`src/rtl/mul_acc_drain_pkg.sv`:
```
// mul_acc_drain shared definitions.
// State encoding and widths shared with the multiplier instance.
package mul_acc_drain_pkg;

  localparam int RES_WIDTH_DEF = 64;
  localparam int LEN_WIDTH_DEF = 8;

  typedef enum logic [1:0] {
    IDLE = 2'd0,
    WAIT = 2'd1,
    CAPT = 2'd2,
    DONE = 2'd3
  } state_t;

endpackage

```
`src/rtl/mul_acc_drain_acc_add.sv`:
```
// Registered accumulator adder with clear, enable and sticky carry.
// The addend is zero-extended to the accumulator width.
module mul_acc_drain_acc_add #(
  parameter int W    = 72,
  parameter int IN_W = 64
) (
  input  logic            clk,
  input  logic            reset,
  input  logic            clr,
  input  logic            en,
  input  logic [IN_W-1:0] addend,
  output logic [W-1:0]    sum,
  output logic            ovf
);

  logic [W:0] nxt;

  // One-bit-wider add so the carry out of W is visible.
  always_comb begin
    nxt = {1'b0, sum} + {{(W + 1 - IN_W){1'b0}}, addend};
  end

  // Sum register; clear wins over enable, carry is sticky until clear.
  always_ff @(posedge clk) begin
    if (reset) begin
      sum <= '0;
      ovf <= 1'b0;
    end else if (clr) begin
      sum <= '0;
      ovf <= 1'b0;
    end else if (en) begin
      sum <= nxt[W-1:0];
      ovf <= ovf | nxt[W];
    end
  end

endmodule

```
`src/rtl/mul_acc_drain.sv`:
```
// Drains N products from the multiplier read port and sums them.
// Result is offered on a valid/ready port until accepted.
module mul_acc_drain
  import mul_acc_drain_pkg::*;
#(
  parameter int RES_WIDTH = RES_WIDTH_DEF,
  parameter int LEN_WIDTH = LEN_WIDTH_DEF,
  parameter int ACC_WIDTH = RES_WIDTH + LEN_WIDTH
) (
  input  logic                 clk,
  input  logic                 reset,
  input  logic                 start,
  input  logic [LEN_WIDTH-1:0] cfg_len,
  input  logic                 mul_rd_ready,
  input  logic                 mul_rd_val,
  input  logic [RES_WIDTH-1:0] mul_rd_data,
  output logic                 mul_rd_en,
  output logic [ACC_WIDTH-1:0] acc_data,
  output logic                 acc_valid,
  input  logic                 acc_ready,
  output logic                 busy,
  output logic                 acc_ovf,
  output logic                 proto_err
);

  state_t               state;
  state_t               state_nxt;
  logic [LEN_WIDTH-1:0] len_q;
  logic [LEN_WIDTH-1:0] cnt;
  logic                 acc_clr;
  logic                 acc_en;
  logic                 last;

  assign last      = (cnt == len_q - LEN_WIDTH'(1));
  assign busy      = (state != IDLE);
  assign acc_valid = (state == DONE);

  // Next state, read strobe and accumulator controls.
  always_comb begin
    state_nxt = state;
    mul_rd_en = 1'b0;
    acc_clr   = 1'b0;
    acc_en    = 1'b0;
    case (state)
      IDLE: begin
        if (start) begin
          acc_clr   = 1'b1;
          state_nxt = (cfg_len == '0) ? DONE : WAIT;
        end
      end
      WAIT: begin
        if (mul_rd_ready) begin
          mul_rd_en = 1'b1;
          state_nxt = CAPT;
        end
      end
      CAPT: begin
        if (mul_rd_val) begin
          acc_en    = 1'b1;
          state_nxt = last ? DONE : WAIT;
        end else begin
          state_nxt = WAIT;
        end
      end
      DONE: begin
        if (acc_ready) state_nxt = IDLE;
      end
      default: state_nxt = IDLE;
    endcase
  end

  // State, job length, product count and sticky protocol flag.
  always_ff @(posedge clk) begin
    if (reset) begin
      state     <= IDLE;
      len_q     <= '0;
      cnt       <= '0;
      proto_err <= 1'b0;
    end else begin
      state <= state_nxt;
      if (state == IDLE && start) begin
        len_q     <= cfg_len;
        cnt       <= '0;
        proto_err <= 1'b0;
      end
      if (state == CAPT) begin
        if (mul_rd_val) cnt <= cnt + 1'b1;
        else proto_err <= 1'b1;
      end
    end
  end

  mul_acc_drain_acc_add #(
    .W    (ACC_WIDTH),
    .IN_W (RES_WIDTH)
  ) u_acc (
    .clk    (clk),
    .reset  (reset),
    .clr    (acc_clr),
    .en     (acc_en),
    .addend (mul_rd_data),
    .sum    (acc_data),
    .ovf    (acc_ovf)
  );

endmodule

```
`config.mk`:
```
export PLATFORM = sky130hd
export DESIGN_NAME = mul_acc_drain
export DESIGN_NICKNAME = d
export VERILOG_FILES = /design/src/rtl/mul_acc_drain_pkg.sv /design/src/rtl/mul_acc_drain_acc_add.sv /design/src/rtl/mul_acc_drain.sv
export SDC_FILE = /design/constraint.sdc
export NUM_CORES = 1
export LEC_CHECK = 0
export ABC_CLOCK_PERIOD_IN_PS = 4220
export CORE_MARGIN = 3
export CORE_UTILIZATION = 53
export CTS_CLUSTER_DIAMETER = 200
export DETAILED_ROUTE_END_ITERATION = 6
export PLACE_DENSITY = 0.82
export SYNTH_ARGS = -nofsm -noshare
export SYNTH_HDL_FRONTEND = slang
export SYNTH_HIERARCHICAL = 1
export SYNTH_SLANG_ARGS = --single-unit
```
`constraint.sdc`:
```
create_clock -name clk -period 4.22 [get_ports clk]
set_input_delay 0.422 -clock clk [delete_from_list [all_inputs] [get_ports clk]]
set_output_delay 0.422 -clock clk [all_outputs]
set_load 0.02 [all_outputs]
```
# Word level (Yosys, flattened, before mapping)
# Cells that the tools add are included.
[classes] reduce_logical=6 n_mux=19 eq_ne=7 add_sub_neg=3 n_bitwise=1
[op_table] operator="$add A72 B64 Y73" n=1
[op_table] operator="$mux W8" n=3
[op_table] operator="$mux W2" n=6
[op_table] operator="$mux W1" n=9
[op_table] operator="$add A8 B1 Y8 const B" n=1
[op_table] operator="$eq A8 B8 Y1" n=1
[op_table] operator="$logic_not A8 Y1" n=1
[op_table] operator="$pmux W2 S4" n=1
[op_table] operator="$sub A8 B1 Y8 const B" n=1
[op_table] operator="$eq A2 B2 Y1 const B" n=2
[op_table] operator="$ne A2 B2 Y1 const B" n=2
[op_table] operator="$reduce_and A3 Y1" n=1
[op_table] operator="$eq A2 B1 Y1 const B" n=1
[op_table] operator="$logic_not A2 Y1" n=1
[op_table] operator="$ne A2 B1 Y1 const B" n=1
[op_table] operator="$reduce_bool A2 Y1" n=1
[op_table] operator="$reduce_or A2 Y1" n=1
[op_table] operator="$logic_and A1 B1 Y1" n=1
[op_table] operator="$or A1 B1 Y1" n=1
[word_totals] input_bits=78 register_bits=92 wordCells=42 output_inout_bits=77

# Logic depth before layout (Yosys ltp)
# Gate-level depths: netlist (run 1).
[depth] word_depth=5 ltp_mapped=11 ltp_nobuf=11

# Hierarchy
# Netlist (run 1), hierarchy kept.
[modules_own_cells] mod="mul_acc_drain_acc_add" cells_per_inst=852 n_inst=1 area_per_inst_um2=6560.0 seq_area_each_um2=1461.4
[modules_own_cells] mod="mul_acc_drain" cells_per_inst=133 n_inst=1 area_per_inst_um2=1042.2 seq_area_each_um2=380.4

# Worst setup path after synthesis (run 1)
# No wires, ideal clock.
[synth_timing] path_type="input port to flip-flop" from="in mul_rd_data[42]" to="reg u_acc.sum[69]" stages=10 setup_ns=0.134 path_buffers=1 t_arrival_ns=2.903 path_slack_ns=1.182 required_time_ns=4.086 path_cell_list="ha_1 -> buf_2 -> nand2_1 -> or3_1 -> or3_1 -> or2_1 -> o21ai_1 -> o21ai_2 -> and3_1 -> or4_1"
[synth_via] elab_chain_len=1
[synth_lines] item="start: declaration" line="mul_acc_drain.sv:16" rtl="input logic [RES_WIDTH-1:0] mul_rd_data,"
[synth_lines] item="$add A72 B64 Y73" line="mul_acc_drain_acc_add.sv:20" rtl="nxt = {1'b0, sum} + {{(W + 1 - IN_W){1'b0}}, addend};"
[synth_lines] item="end signal: assignment" line="mul_acc_drain_acc_add.sv:32" rtl="sum <= nxt[W-1:0];"
[synth_lines] item="end: declaration" line="mul_acc_drain_acc_add.sv:12" rtl="output logic [W-1:0] sum,"
# No other way between the ends.
# A chain may end at the register's enable or synchronous reset.

# Worst setup path after layout (run 1)
[layout_timing] from="in mul_rd_data[25]" to="reg u_acc.sum[60]"
# Same word-level chain as after synthesis.

==> results of run 1 <==
[layer usage]
layer,global-route usage,part of all wire
met1,0.3916,0.46
met2,0.4402,0.46
met3,0.03817,0.074
met4,0.08644,0.016
met5,0,0
[layout by cell type (no fill, tap or decap), types with 7 or more instances in the layout]
master	n
o31ai_1	7
and3_1	18
buf_4	10
xnor2_1	28
inv_1	25
or4_1	9
clkbuf_16	9
clkdlybuf4s50_1	154
a31oi_1	9
nor4_1	9
nand4_1	22
nor3_1	14
o21ai_0	53
a211oi_1	19
mux2i_1	40
nand3_1	40
nor2_1	95
o21ai_1	8
a21o_1	30
o21bai_1	11
o211ai_1	7
dfxtp_1	92
xor2_1	30
ha_1	66
a21oi_1	94
a221oi_1	7
or3_1	8
nand2_1	96
[final cells by class]
cell class                 count  area, sq um
fill                        1173         4358
inverter                      26        97.59
sequential                    92         1842
timing repair buffer         164         1617
clock buffer                   9        225.2
multi-input combinational    818         5465
tap                          180        225.2
clock inverter                 7        105.1
[cells by family after synthesis]
group                      synth area share
and+or+nand+nor                      0.2255
AOI/OAI and AO/OA                    0.2609
xor gates and xnor gates            0.06682
adders and majority gates            0.1113
DFF                                  0.2423
muxes                               0.05415
buffers and inverters               0.03917
[power groups by stage]
stage / Clock, uW / Sequential, uW / Combinational (uW)
2_1_floorplan: 0 / 932 / 292
3_3_place_gp: 0 / 925 / 472
3_5_place_dp: 0 / 925 / 477
6_report: 921 / 905 / 488
5_1_grt: 972 / 908 / 532
4_1_cts: 935 / 905 / 481
[worst paths after layout]
kind	cells past startpoint	to	slack (ns)
setup / recovery	10	u_acc/sum[60]	0.66
hold reg to reg	2	u_acc/sum[46]	0.47
hold / removal	2	u_acc/sum[46]	0.47
setup reg to reg	9	u_acc/sum[60]	0.84
[synthesized netlist by cell type, types with 5 or more instances]
cell type,n
o211ai_1,7
a41oi_1,5
a31o_2,6
inv_1,26
xor2_1,30
o21a_1,6
a31oi_1,9
nand3_1,40
nand2_1,96
dfxtp_1,92
and4_1,5
or4_1,9
buf_2,10
and2_1,6
or2_2,5
nand4_1,22
ha_1,66
o21ai_1,8
o21bai_1,11
a221oi_1,7
a211oi_1,19
xnor2_1,28
o31ai_1,7
a21oi_1,94
clkbuf_1,37
and3_1,18
o21ai_0,53
nor3_1,14
or3_1,8
nor2_1,96
a21o_1,30
a211o_1,6
nor4_1,9
mux2i_1,40
[through the flow]
stage	hold slack (ns)	total power [uW]	util	area (sq um)	worst slack, ns
2_1_floorplan	0.4488	1224	-	7602	1.182
3_3_place_gp	0.4529	1396	0.6636	9246	0.4315
3_5_place_dp	0.4607	1402	0.6636	9246	0.3839
4_1_cts	0.4703	2321	0.6873	9577	0.7459
5_1_grt	0.4981	2413	0.6873	9577	0.4737
6_report	0.4701	2314	0.6873	9577	0.6648
[sequential cells by signal, indices dropped and copies added, names as in the netlist]
signal / cells
proto_err: 1
u_acc/sum: 72
u_acc/ovf: 1
cnt: 8
len_q: 8
state: 2
[worst max-delay path: cells and delay by family]
kind / cells / cell delay, ns
buffers and inverters: 1 / 0.44
adders and majority gates: 1 / 0.44
and+or+nand+nor: 5 / 1.73
AOI/OAI and AO/OA: 3 / 0.79
==> impl_results.md, run 1 <==
- Max_cap viols: 0
- Outcome: finished, final reports clean
- # setup viols final: 0
- CP required: 4.47 ns
- Fmax: 0.2813 GHz
- First-pass GRT wire length: 36.56 mm
- Vias: 7973
- Pin count of the biggest net entering global routing: 39
- Arrival time at the worst endpoint: 3.80 ns
- Post-Syn Area: 7602 sq um
- Clock transition at path regs: 0.07 ns
- Syn nets: 1130
- WL final: 22.35 mm
- NetSw: 684.4 uW
- Total die area: 15820 sq um
- Setup crit start: mul_rd_data[25]
- Vias/cell: 6.152
- Post-synth top area share: 0.2423
- Sequential share of power: 0.391
- Vias in the first global route: 7354
- CTS-repair resized insts: 0
- Tcrit/Tclk final: 0.8425
- Initial core utilization: 0.5456
- Antenna viol nets, final: 0
- Layout Cells excl Fill: 1296
- 1st-pass router iterations: 5
- Initial antenna violation count: 0
- Critical Path Start Type: input port
- Area growth syn-to-layout: 25.97%
- Worst-margin pin slew: 1.008 ns
- Core box area: 13930 sq um
- Synth area leaders: dfxtp_1, ha_1, a21oi_1
- # port buffers: 154
- Wire per inst: 17.25 microns
- Ports: 155
- # diodes: 0
- Setup TNS: 0 ns
- CTS tree: done
- Fin. max-slew vios: 0
- Comb pwr share: 0.211
- Layout cells sized above 1: 0.04928
- Avg Cell Area, Syn: 7.718 sq um
- Critical Path Slowest Stage Cell: or4_1
- DIE HEIGHT: 125.8 microns
- RSZ-0062 raised after global routing: no
- Sw Share: 0.2957
- Yosys cell types: 76
- Clock share of power: 0.398
- Period minus WS final: 3.555 ns
- Endpoints failing hold: 0
- Root buffer cell: clkbuf_16
- Slew margin rel.: 0.3255
- Reg2reg start: u_acc/sum[25]
- Worst hold start: u_acc/sum[46]
- Post-synthesis sequential area ratio: 0.2423
- Fin nets: 1256
- CP peak stage delay: 0.51 ns
- Leak: 0.003870 uW
- H-tree Lvls: 3
- Post-DP HPWL: 16.87 mm
- Inst Count DP: 1280
- Post-synth ARST share: 0
- CTS buffer count: 9
- Clock skew: 0.01025 ns
- CP Class: input port to flop
- Clock tree sinks: 92
- Syn. warnings: 6
- Number of hold buffers added after CTS: 0
- Initial DRC Count: 676
- Drt drc: 0
- Critical path fanouts, max: 9
- Pwr Density: 241.6 nW/um^2
- Synth Instances: 985
- Gr ovfl total: 0
- Row count: 43
- Setup Fix Bufs, Post-CTS: 0
- Worst-path cell chain: clkdlybuf4s50_1 -> ha_1 -> nand4_1 -> or3_1 -> or4_1 -> a21oi_1 -> nor4bb_1 -> nor3_1 -> o21ai_1 -> a211o_1
- Die width: 125.8 microns
- Most used DFF post-synth: dfxtp_1
- Peak supply drop: 0.2215 mV
- Synthesized flop and latch total: 92
- Critical Path End Type: flop
- Post-synth EDFFs: 0
- Cell Int Power: 1630 uW
- CTS max path bufs: 2
- Largest area contributor in the netlist: dfxtp_1
- Routability congestion estimate: 0.9463
- Clock latency at the later pin of the worst-skew pair: 0.36 ns
- Total track usage: 0.2771
- Worst Hold Class: flop to flop
No activity file was read; power rests on OpenSTA's default activity.
==> inputs of run 2 (changes only) <==
- ABC_CLOCK_PERIOD_IN_PS: 4220 -> 3700
- clock period: 4.22 -> 3.7 ns (I/O delays scaled with it)
==> impl_results.md, run 2 (synthesized netlist as in run 1, its figures left out) <==
- Outcome: finished, final reports clean
- Clock latency at the later pin of the worst-skew pair: 0.35 ns
- Arrival time at the worst endpoint: 3.62 ns
- Root buffer cell: clkbuf_16
- Max reg flops: 72
- CP Class: input port to flop
- Comb pwr share: 0.230
- Antenna viol nets, final: 0
- Total die area: 15820 sq um
- Top Metal Used: met4
- Setup ws final: 0.3244 ns
- Fmax: 0.2962 GHz
- Critical Path End Type: flop
- Vias/cell: 6.106
- Worst Hold Class: flop to flop
- Most common cell after layout, fill and taps aside: clkdlybuf4s50_1
- Slew margin rel.: 0.3443
- Initial DRC Count: 805
- Multi-input logic area: 5465 sq um
- Biggest register: u_acc/sum
- Fillers: 1131
- Peak supply drop: 0.2215 mV
- Initial antenna violation count: 0
- Layout cells sized above 1: 0.07979
- Pin count of the biggest net entering global routing: 36
- Tcrit/Tclk final: 0.9123
- Core box area: 13930 sq um
- Sequential share of power: 0.406
- # diodes: 0
- Die width: 125.8 microns
- Setup TNS: 0 ns
- CTS max path bufs: 2
- DRT met1 WL: 10.25 mm
- Initial core utilization: 0.5456
- Routability congestion estimate: 0.9870
- H-tree Lvls: 3
- Biggest regs: u_acc/sum x72, cnt x8, len_q x8
- Area after DPL: 9532 sq um
- Area growth syn-to-layout: 29.20%
- DIE HEIGHT: 125.8 microns
- Max_cap viols: 0
- Hold Path Stages: 2
- Vias in the first global route: 7621
- Pwr Density: 259.3 nW/um^2
- Post-DP HPWL: 17.63 mm
- Met2 wire len: 10.57 mm
- Worst-margin pin slew: 0.9800 ns
- CTS tree: done
- Seq. cell area: 1842 sq um
- Vias: 8139
- Worst hold slack: 0.4751 ns
- Pre-CTS WS: 0.05700 ns
- Fin nets: 1294
- Clock tree sinks: 92
- Sw Share: 0.2947
- Number of hold buffers added after CTS: 0
- Met3 Wirelength: 1.664 mm
- Gr ovfl total: 0
- Wire per inst: 17.21 microns
- CTS-repair resized insts: 0
- Fin. max-slew vios: 0
- Leak: 0.004030 uW
- 1st-pass router iterations: 6
- RSZ-0062 raised after global routing: no
- Period minus WS final: 3.376 ns
- WL final: 22.95 mm
- Endpoints failing hold: 0
- Critical path fanouts, max: 4
- Design area: 9822 sq um
- Drt drc: 0
- Worst Reg-to-Reg Cells: 11
- Cell Int Power: 1796 uW
- Setup Fix Bufs, Post-CTS: 0
- Clock skew: 0.006709 ns
- First-pass GRT wire length: 37.52 mm
- # setup viols final: 0
- Commonest cells after routing, fill and taps aside: clkdlybuf4s50_1, nand2_1, nor2_1
- CP required: 3.94 ns
- Clock transition at path regs: 0.07 ns
- Critical Path Start Type: input port
- Total track usage: 0.2832
- Clock share of power: 0.365
- Row count: 43
- NetSw: 750.4 uW
- # port buffers: 154
- Ports: 155
- CTS buffer count: 9
## run 2: changes by cell type in the layout (fill, tap and decap cells not counted)
cell / delta
buf_4: +38
clkinv_2: +2
bufinv_16: -1
inv_6: -1
inv_8: -1
## run 2: worst paths after layout
kind | end | startpoint | slack, ns
worst max-delay path | u_acc/sum[60] | mul_rd_data[0] | 0.32
worst min register to register | len_q[7] | len_q[7] | 0.48
worst max register to register | u_acc/sum[60] | u_acc/sum[0] | 0.43
worst min-delay path | len_q[7] | len_q[7] | 0.48
## run 2: power by group through the flow
stage | clock, uW | combinational (uW) | sequential [uW]
after detailed placement | 0 | 571 | 1060
final | 928 | 585 | 1030
after floorplan | 0 | 333 | 1060
after global routing | 989 | 634 | 1040
after global placement | 0 | 564 | 1050
after CTS | 948 | 577 | 1030
## run 2: through the flow
step	std cells	total power [uW]	util
3_3_place_gp	1318	1619	0.6840
4_1_cts	1333	2558	0.7049
2_1_floorplan	985	1396	-
6_report	1333	2547	0.7049
5_1_grt	1333	2659	0.7049
3_5_place_dp	1318	1626	0.6840
## run 2: routing by layer
metal  track usage  vias up
met1        0.3826     3764
met2        0.4648      346
li1              -     3989
met3       0.05047       40
met4       0.08391        0
met5             0        -
## run 2: cell type report
cell class / count / share of cell area
multi-input combinational: 818 / 0.5564
timing repair buffer: 202 / 0.1936
sequential: 92 / 0.1875
clock buffer: 9 / 0.02293
tap: 180 / 0.02293
inverter: 26 / 0.009936
clock inverter: 6 / 0.006624
## run 2: critical path, cell delays in order
cell,delay (ns)
clkdlybuf4s50_1,0.40
ha_1,0.24
fa_1,0.40
a21oi_1,0.20
o211ai_1,0.21
a31oi_1,0.42
a21oi_1,0.20
nor4bb_1,0.46
nor3_1,0.17
o21ai_1,0.20
nor4_1,0.06
a211o_1,0.27
